`config.mk`:
```
export PLATFORM = sky130hd
export DESIGN_NAME = ram_read_arbiter
export DESIGN_NICKNAME = d
export VERILOG_FILES = /design/src/rtl/toyup_mem_pkg.sv /design/src/rtl/ram_read_arbiter_rr_pick2.sv /design/src/rtl/ram_read_arbiter.sv
export SDC_FILE = /design/constraint.sdc
export NUM_CORES = 1
export LEC_CHECK = 0
export CAP_MARGIN = 20
export CORE_ASPECT_RATIO = 1.5
export CORE_UTILIZATION = 39
export DETAILED_ROUTE_END_ITERATION = 10
export PLACE_DENSITY = 0.81
export SLEW_MARGIN = 15
export SYNTH_ARGS = -nofsm -noshare
export SYNTH_HDL_FRONTEND = slang
export SYNTH_SLANG_ARGS = --single-unit
```
`constraint.sdc`:
```
create_clock -name clk -period 4.45 [get_ports clk]
set_clock_uncertainty 0.2 [all_clocks]
set_input_delay 0.445 -clock clk [delete_from_list [all_inputs] [get_ports clk]]
set_output_delay 0.445 -clock clk [all_outputs]
set_load 0.02 [all_outputs]
```
`src/rtl/toyup_mem_pkg.sv`:
```
// Shared types and constants for the 64x8 program/data RAM and its read arbiter.
package toyup_mem_pkg;

  localparam int MEM_AW     = 8;
  localparam int MEM_DW     = 8;
  localparam int MEM_DEPTH  = 64;
  localparam int PRIO_RR    = 0;
  localparam int PRIO_FIXED = 1;

  typedef enum logic [1:0] {IDLE, READ, DONE} state_t;

  typedef struct packed {
    logic [MEM_DW-1:0] rdata;
    logic              err;
  } rd_rsp_t;

  // Unsigned compare with one extra bit so a full 256-word DEPTH still works.
  function automatic logic addr_in_range(input logic [MEM_AW-1:0] a,
                                         input logic [MEM_AW:0]   depth);
    return {1'b0, a} < depth;
  endfunction

endpackage

```
`src/rtl/ram_read_arbiter_rr_pick2.sv`:
```
// Two-way combinational winner select: round-robin or fixed priority (req0 highest).
module rr_pick2
  import toyup_mem_pkg::*;
#(
  parameter int PRIO_MODE = PRIO_RR
) (
  input  logic i_req0,
  input  logic i_req1,
  input  logic i_rr_last,
  output logic o_gnt_vld,
  output logic o_win
);

  logic w_rr_win;
  logic w_fix_win;

  // On a tie, round-robin hands the grant to whoever did not win last.
  assign w_rr_win  = (i_req0 && i_req1) ? ~i_rr_last : i_req1;
  assign w_fix_win = i_req1 && !i_req0;

  assign o_gnt_vld = i_req0 || i_req1;
  assign o_win     = (PRIO_MODE == PRIO_FIXED) ? w_fix_win : w_rr_win;

endmodule

```
`src/rtl/ram_read_arbiter.sv`:
```
// Arbitrates CPU fetch (req0) and operand read (req1) onto the single RAM read port.
// Optional macro RAM_ARB_STATS_EN adds saturating per-requester grant counters.
module ram_read_arbiter
  import toyup_mem_pkg::*;
#(
  parameter int DEPTH     = MEM_DEPTH,
  parameter int PRIO_MODE = PRIO_RR
) (
  input  logic              clk,
  input  logic              rst_n,
  input  logic              req0,
  input  logic [MEM_AW-1:0] addr0,
  output logic              ack0,
  input  logic              req1,
  input  logic [MEM_AW-1:0] addr1,
  output logic              ack1,
  output logic [MEM_DW-1:0] rdata,
  output logic              err,
  output logic [MEM_AW-1:0] mem_add,
  output logic              mem_oe,
  input  logic [MEM_DW-1:0] mem_o
`ifdef RAM_ARB_STATS_EN
  ,
  output logic [7:0]        gnt_cnt0,
  output logic [7:0]        gnt_cnt1
`endif
);

  localparam logic [MEM_AW:0] DEPTH_L = DEPTH[MEM_AW:0];

  state_t            r_state, w_state_nxt;
  logic              r_rr_last;
  logic              r_win;
  logic              r_ack0, r_ack1;
  logic              r_mem_oe;
  logic [MEM_AW-1:0] r_mem_add;
  rd_rsp_t           r_rsp;

  logic              w_gnt_vld;
  logic              w_win;
  logic [MEM_AW-1:0] w_addr;
  logic              w_addr_ok;
  logic              w_grant;

  rr_pick2 #(.PRIO_MODE(PRIO_MODE)) u_pick (
    .i_req0    (req0),
    .i_req1    (req1),
    .i_rr_last (r_rr_last),
    .o_gnt_vld (w_gnt_vld),
    .o_win     (w_win)
  );

  // Only the winner's address is sampled; the loser's stays pending untouched.
  assign w_addr    = w_win ? addr1 : addr0;
  assign w_addr_ok = addr_in_range(w_addr, DEPTH_L);
  assign w_grant   = (r_state == IDLE) && w_gnt_vld;

  always_ff @(posedge clk or negedge rst_n) begin
    if (!rst_n) r_state <= IDLE;
    else        r_state <= w_state_nxt;
  end

  always_comb begin
    w_state_nxt = r_state;
    case (r_state)
      IDLE:    if (w_gnt_vld) w_state_nxt = w_addr_ok ? READ : DONE;
      READ:    w_state_nxt = DONE;
      DONE:    w_state_nxt = IDLE;
      default: w_state_nxt = IDLE;
    endcase
  end

  always_ff @(posedge clk or negedge rst_n) begin
    if (!rst_n) begin
      r_rr_last <= 1'b1;
      r_win     <= 1'b0;
      r_ack0    <= 1'b0;
      r_ack1    <= 1'b0;
      r_mem_oe  <= 1'b0;
      r_mem_add <= '0;
      r_rsp     <= '0;
    end else begin
      r_ack0 <= 1'b0;
      r_ack1 <= 1'b0;
      case (r_state)
        IDLE: if (w_gnt_vld) begin
          r_win     <= w_win;
          r_rr_last <= w_win;
          if (w_addr_ok) begin
            r_mem_add <= w_addr;
            r_mem_oe  <= 1'b1;
          end else begin
            // Error path skips the RAM entirely and acks one cycle early.
            r_rsp  <= '{rdata: '0, err: 1'b1};
            r_ack0 <= ~w_win;
            r_ack1 <= w_win;
          end
        end
        READ: begin
          r_rsp    <= '{rdata: mem_o, err: 1'b0};
          r_mem_oe <= 1'b0;
          r_ack0   <= ~r_win;
          r_ack1   <= r_win;
        end
        default: ;
      endcase
    end
  end

  assign ack0    = r_ack0;
  assign ack1    = r_ack1;
  assign rdata   = r_rsp.rdata;
  assign err     = r_rsp.err;
  assign mem_add = r_mem_add;
  assign mem_oe  = r_mem_oe;

`ifdef RAM_ARB_STATS_EN
  logic [7:0] r_cnt0, r_cnt1;

  always_ff @(posedge clk or negedge rst_n) begin
    if (!rst_n) begin
      r_cnt0 <= '0;
      r_cnt1 <= '0;
    end else if (w_grant) begin
      if (!w_win && r_cnt0 != 8'hFF) r_cnt0 <= r_cnt0 + 8'd1;
      if ( w_win && r_cnt1 != 8'hFF) r_cnt1 <= r_cnt1 + 8'd1;
    end
  end

  assign gnt_cnt0 = r_cnt0;
  assign gnt_cnt1 = r_cnt1;
`endif

endmodule

```
* Yosys cells after proc, flatten, opt, wreduce, memory -nomap -nowiden *
Cells that the tools add are included.

storage, ports and cells
  bits in registers = 24
  latch bits = 0
  memory bits (writable) = 0
  bits in read-only memories = 0
  input bits = 28
  output and inout bits = 20
  memories kept = 0

cells by class
  $add $sub $neg = 0
  multipliers = 0
  divide/modulo/power cells = 0
  $lt $le $gt $ge = 1
  equal/unequal tests = 4
  shifts and indexed selects = 0
  mux-type cells = 17
  bitwise gates (word level) = 3
  reduce and logical (&&, ||, !) cells = 8

operator list
  kind                                                                   number
  9-bit two-way mux                                                      2
  9-bit case mux with 2 select lines                                     1
  3-bit AND reduction                                                    3
  8-bit by 7-bit < comparator with 1-bit output (second input constant)  1
  8-bit two-way mux                                                      1
  1-bit two-way mux                                                      7
  1-bit case mux with 2 select lines                                     3
  2-bit two-way mux                                                      2
  2-bit != test (second input constant)                                  2
  2-bit case mux with 2 select lines                                     1
  1-bit NOT                                                              3
  2-bit by 1-bit == test with 1-bit output (second input constant)       1
  2-bit zero test                                                        1
  2-bit by 1-bit != test with 1-bit output (second input constant)       1
  2-bit AND reduction                                                    1
  2-bit nonzero test                                                     1
  1-bit logical AND                                                      1
  1-bit logical OR                                                       1

* Depth between registers and ports, before layout *
Gate-level depths: netlist of run 1.

  depth in word-level cells = 7
  mapped depth = 4

* By module *
A second synthesis of run 1 with hierarchy kept.

second synthesis, totals
  cells, all modules = 89
  area total of the unflattened synthesis = 1146.1 um2

by module, submodules not included
  module            instances  cells each  area an instance (um2)  seq. area each (um2)
  ram_read_arbiter  1          87          1132.3                  601.8
  rr_pick2          1          2           13.8                    0.0

* Worst setup path before layout of run 1 *
Ideal clock, no wire load.

  path kind = input -> register
  start = input req1
  end = register r_rsp, in the netlist err
  arrival = 1.586 ns
  data required time = 4.129 ns
  slack = 2.543 ns
  stages = 4
  path through = a21boi_4 > mux2i_1 > a21oi_2 > a22o_2

on the way
  cells in the longest elaborated chain, start to end = 6

RTL lines
  what                                           line                             text
  start: declaration                             ram_read_arbiter.sv:14           input logic req1,
  1-bit logical AND                              ram_read_arbiter_rr_pick2.sv:18  assign w_rr_win = (i_req0 && i_req1) ? ~i_rr_last : i_req1;
  1-bit two-way mux                              ram_read_arbiter_rr_pick2.sv:18
  8-bit two-way mux                              ram_read_arbiter.sv:54           assign w_addr = w_win ? addr1 : addr0;
  8-bit by 7-bit < comparator with 1-bit output  toyup_mem_pkg.sv:20              return {1'b0, a} < depth;
  2-bit != test (no line)                        --
  3-bit AND reduction (no line) (*)              --
  end signal: assignment                         ram_read_arbiter.sv:94           r_rsp <= '{rdata: '0, err: 1'b1};
  end signal: assignment                         ram_read_arbiter.sv:100          r_rsp <= '{rdata: mem_o, err: 1'b0};
  end: declaration                               ram_read_arbiter.sv:37           rd_rsp_t r_rsp;

Mark *: on every way between the ends. The rest lies on a longest branch, timed or not.
A chain may end at the register's enable or synchronous reset.

* Final worst setup path of run 1 *
Same ends and word-level chain as after synthesis.

==> flow_summary.ini, run 1 <==
[timing]
grt_setup_unrepaired = false
fin_crit_sh = 0.513
fin_crit_ns = 2.28
setup_viol = 0
holdWs_ns = 0.307
worst_slew_pin_slew_ns = 0.690
finalHoldViolCount = 0
relSlewSlack = 0.535
setup_ws_ns = 2.17
setup_tns_ns = 0
slew_viol_final = 0
clock.fmax_ghz = 0.438

[min_path]
min_path_type = flip-flop to flip-flop
min-delay-start = mem_oe
holdPathStages = 1
hold_end = mem_oe

[synth]
synth_top_cell_by_area = dfrtp_1
synth_top_area_frac = 0.584
synth_warnings = 0
synth_area_leaders = dfrtp_1 58%, mux2_2 14%, a22o_1 7.1%
synth_nets = 99
synthTopCellsByCount = 23 x dfrtp_1, 12 x mux2_2, 8 x a22o_1, 6 x nor2_1, 3 x nor2b_1
synth.distinct_cells = 21
syn_inst = 71
yosys.cell_count.top_type = dfrtp_1
synth_flop_cell = dfrtp_1
synthesis.area_sq_um = 985
synth-edff-count = 0
yosysSeqAreaShare = 0.611
synthArstFlopShare = 1.00
ys_ff_latch = 24
postSynthAreaPerCell_sq_um = 13.9

[worst_setup_path]
reg2reg_to = err
cp_num_buf_inv = 1
crit_path_end_kind = flip-flop
crit_arrival_ns = 2.29
path_cells = clkdlybuf4s50_1 -> a21boi_4 -> mux2i_1 -> a21oi_2 -> a22o_2
cp_slowest_cell = clkdlybuf4s50_1
cp_max_fo = 10
crit_family = compound AO/OA/AOI/OAI gates
cp.depth = 5
reg2reg_from = r_rr_last
setup.worst_path.class = input pin to flip-flop
r2r_cells = 4
critPathLaunchType = input pin
r2r_slack_ns = 2.44
slowest_delay_ns = 0.51
worstPathRequired_ns = 4.46

[floorplanning]
floorplan.initialDensity = 0.426
coreArea_sq_mm = 0.00231
floorplan.die_area_sq_mm = 0.00273
io_pins = 48
num_rows = 21
die_w_um = 43.0
dieHeight_um = 63.5

[placed_design]
place_hpwl_mm = 1.77
pre_cts_slack_ns = 1.82
place_inst = 140
io_buffer_count = 47
gp_congestion = 0.776
placed_cell_area_sq_mm = 0.00148

[finish]
area_growth_pct = 56.2
fin_nets = 151
final_util = 0.665
drive_above_1_share = 0.189
stdcell_count = 145
fin_area_sq_mm = 0.00154
n_antenna_cell = 0

[detailed_routing]
ant_nets = 0
drtIter0Drc = 15
drt-total-wl_mm = 2.21
wl_per_cell_um = 15.2
vias_per_cell = 5.29
vias = 767
dr.pass1.iters = 4
drc = 0

[pwr]
power_uw = 809
ir_drop_mv = 0.338
p_leak_nw = 0.662
power_density_mw_per_mm2 = 526

[global_routing]
track_usage = 0.174
grt.overflow.total = 0
antenna_found_initial = 0
grt_max_degree = 25
grt_pass1_wl_mm = 3.58
grt_pass1_vias = 755

[cts]
cts_setup_buffers = 0
h-tree-depth = 1
clk_pin_slew_worst_paths_ns = 0.13
clock-sinks = 24
cts_buffer_depth = 2
clkLatencyLatePin_ns = 0.31
cts_root_buffer = clkbuf_4
cts_tree = done
cts_made_buffers = 3

[job]
drv_cap = 0

[run_status]
status = completed
[flip-flops by register name, indices dropped and copies added (netlist names)]
signal and flops:
r_state 2, r_win 1, mem_add 8, mem_oe 1, ack0 1, ack1 1
err 1, r_rr_last 1, rdata 8
[worst reg2reg max path, stage by stage (launching register included)]
cell and delay (ns):
dfstp_2 0.41, a21boi_4 0.32, mux2i_1 0.50, a21oi_2 0.23, a22o_2 0.25
[cell usage in the layout, fill, tap and decap left out, drive strengths merged]
cell | synthesis | final
inv | 2 | 2
dfstp | 1 | 1
nor2b | 3 | 3
dlygate4sd3 | 0 | 1
nor2 | 7 | 7
a31oi | 1 | 1
a21oi | 3 | 3
nor3b | 1 | 1
o32ai | 1 | 1
o21ai | 1 | 1
a21boi | 1 | 1
clkdlybuf4s50 | 0 | 46
a22o | 10 | 10
mux2i | 1 | 1
mux2 | 12 | 12
o21a | 1 | 1
nor3 | 1 | 1
buf | 1 | 1
clkbuf | 0 | 3
dfrtp | 23 | 23
bufinv | 0 | 1
nand2b | 1 | 1
[worst max-delay path by stage]
stage | from | to | slack, ns
after floorplan | req1 | err | 2.54
after global placement | req1 | err | 1.89
after detailed placement | req1 | err | 1.82
after CTS | req1 | err | 2.16
after global routing | req1 | rdata[4] | 1.99
final | req1 | err | 2.17
[kinds of logic after synthesis]
group / count (synthesis) / synth area share
multiplexers: 13 / 0.147
AO/OA/AOI/OAI: 18 / 0.158
buffers and inverters: 3 / 0.0114
flip-flops: 24 / 0.611
AND/OR/NAND/NOR: 13 / 0.0724
[per-layer routing]
layer | track usage | vias up | share of wire
li1 | - | 364 | -
met1 | 0.217 | 373 | 0.38
met2 | 0.295 | 24 | 0.56
met3 | 0.0258 | 6 | 0.037
met4 | 0.0682 | 0 | 0.019
met5 | 0 | - | 0
[what timing repair did]
action / CTS / global route
resized for setup: 0 / 0
hold endpoints to repair: 0 / 23
hold buffers: 0 / 1
[report_power, final]
group          internal [mW]  leakage [nW]  switching (mW)
clock                 0.0910        0.0279          0.0639
combinational          0.176         0.329           0.148
sequential             0.287         0.306          0.0430
[final cells by class]
type                       instances  area (sq um)
multi-input combinational         44           372
timing repair buffer              48           475
tap                               23          28.8
clock buffer                       3          22.5
fill                             184           774
inverter                           2          7.51
sequential                        24           602
clock inverter                     1          30.0
Power figures use the tool's default switching activity.
==> run 2: changes to the inputs <==
--- a/config.mk
+++ b/config.mk
@@ -7,9 +7,9 @@
 export LEC_CHECK = 0
 export CAP_MARGIN = 20
 export CORE_ASPECT_RATIO = 1.5
-export CORE_UTILIZATION = 39
+export CORE_UTILIZATION = 35
 export DETAILED_ROUTE_END_ITERATION = 10
-export PLACE_DENSITY = 0.81
+export PLACE_DENSITY = 0.77
 export SLEW_MARGIN = 15
 export SYNTH_ARGS = -nofsm -noshare
 export SYNTH_HDL_FRONTEND = slang
==> constraint.sdc (replaced) <==
create_clock -name clk -period 2 [get_ports clk]
set_clock_uncertainty 0.2 [all_clocks]
set_input_delay 0.2 -clock clk [delete_from_list [all_inputs] [get_ports clk]]
set_output_delay 0.2 -clock clk [all_outputs]
set_load 0.02 [all_outputs]
==> run 2 against run 1 <==
  * Worst setup slack got worse by 2.0 ns
  * Clock-buffer cell count up 1
  * Register-to-register slack worse by 2.3 ns
  * Combinational power rose by 140%
  * Sequential cell count unchanged
  * Critical endpoint is now mem_add[4]
  * Hold slack worse by 0.22 ns
  * Critical path depth did not move
  * Sequential power is 120% higher
==> flow_summary.ini, run 2 (synthesis results as in run 1) <==
[cts]
clk_pin_slew_worst_paths_ns = 0.08
cts_tree = done
clkLatencyLatePin_ns = 0.26
cts_made_buffers = 3
cts_buffer_depth = 2
cts-resized-gates = 0
holdBufCountCts = 0
cts_setup_buffers = 0
cts_root_buffer = clkbuf_8
h-tree-depth = 1
clock-sinks = 24

[floorplanning]
floorplan.initialDensity = 0.368
coreArea_sq_mm = 0.00268
die_w_um = 45.3
floorplan.die_area_sq_mm = 0.00303
num_rows = 23
io_pins = 48
dieHeight_um = 67.0

[timing]
worst_slew_pin_slew_ns = 0.295
finalHoldViolCount = 0
slew_viol_final = 0
relSlewSlack = 0.803
setup_viol = 0
fin_crit_ns = 1.83
grt_setup_unrepaired = false
setup_tns_ns = 0
clock.fmax_ghz = 0.548
fin_crit_sh = 0.913

[global_routing]
grt_max_degree = 25
track_usage = 0.162
grt.overflow.total = 0
antenna_found_initial = 0
grt_pass1_wl_mm = 3.53
grt_pass1_vias = 798

[placed_design]
place_hpwl_mm = 1.77
io_buffer_count = 47
placed_cell_area_sq_mm = 0.00157
gp_congestion = 0.881

[worst_setup_path]
critPathLaunchType = flip-flop
critPathLaunch = r_state[1]
setup.worst_path.class = flip-flop to flip-flop
crit_path_end_kind = flip-flop
worstPathRequired_ns = 1.95
crit_arrival_ns = 1.77
reg2reg_from = r_state[1]
r2r_cells = 5
cp_max_fo = 7

[finish]
fin_area_sq_mm = 0.00161
final_util = 0.602
mostFrequentLayoutCells = 47 x clkdlybuf4s50_1, 23 x dfrtp_1, 12 x mux2_2
area_growth_pct = 63.5
drive_above_1_share = 0.231
final_common_cell = clkdlybuf4s50_1
n_antenna_cell = 0
fin_nets = 159

[run_status]
status = completed

[detailed_routing]
wl_per_cell_um = 13.8
drt-total-wl_mm = 2.31
vias = 798
dr.pass1.iters = 3
ant_nets = 0
vias_per_cell = 4.78
drtIter0Drc = 29
drc = 0

[pwr]
ir_drop_mv = 0.634
power_mw = 1.78
p_leak_nw = 0.697
power_density_mw_per_mm2 = 1110

[job]
drv_cap = 0

[min_path]
min_path_type = input pin to async pin
run 2: cell count changes in the layout (fill, tap and decap cells not counted), sizes merged:
cell / delta
bufinv: -1
buf: +8
clkdlybuf4s50: +1
clkbuf: +1
dlygate4sd3: -1
run 2: report_power, final:
part	internal, mW	total (mW)	switching (mW)	leakage [nW]
clock	0.142	0.286	0.144	0.0228
sequential	0.640	0.735	0.0954	0.306
combinational	0.422	0.763	0.341	0.368
total	1.20	1.78	0.580	0.697
run 2: layout make-up:
class / instances / area (sq um)
Inverter: 2 / 7.51
Fill cell: 216 / 1070
Multi-Input combinational cell: 44 / 372
Clock buffer: 4 / 45.0
Tap cell: 37 / 46.3
Timing Repair Buffer: 56 / 538
Sequential cell: 24 / 602
run 2: worst paths after layout:
check	end	slack [ns]
max in group asynchronous	r_rr_last	1.23
min reg2reg	mem_oe	0.29
min	rdata[0]	0.08
max	mem_add[4]	0.17
max reg2reg	mem_add[4]	0.17
min in group clk	mem_oe	0.29
run 2: per-layer routing:
| layer | up-vias | track usage | part of all wire |
|---|---|---|---|
| met3 | 2 | 0.0271 | 0.036 |
| li1 | 375 | - | - |
| met5 | - | 0 | 0 |
| met2 | 20 | 0.277 | 0.55 |
| met4 | 0 | 0.0720 | 0.0061 |
| met1 | 401 | 0.193 | 0.41 |
run 2: through the flow:
| stage | std cells | worst slack [ns] | hold WS (ns) |
|---|---|---|---|
| finish | 167 | 0.174 | 0.0832 |
| global route | 167 | 0.0342 | 0.113 |
| CTS | 167 | 0.157 | 0.0940 |
| detailed placement | 163 | -0.0211 | 0.280 |
| global placement | 163 | 0.0168 | 0.276 |
| floorplan | 71 | 0.178 | -0.296 |
run 2: critical path, cell delays in order, from the launching register on:
cell and delay (ns):
dfrtp_1 0.43, nor2_1 0.23, o21ai_0 0.14, buf_4 0.17, nor2_4 0.18, mux2_2 0.36
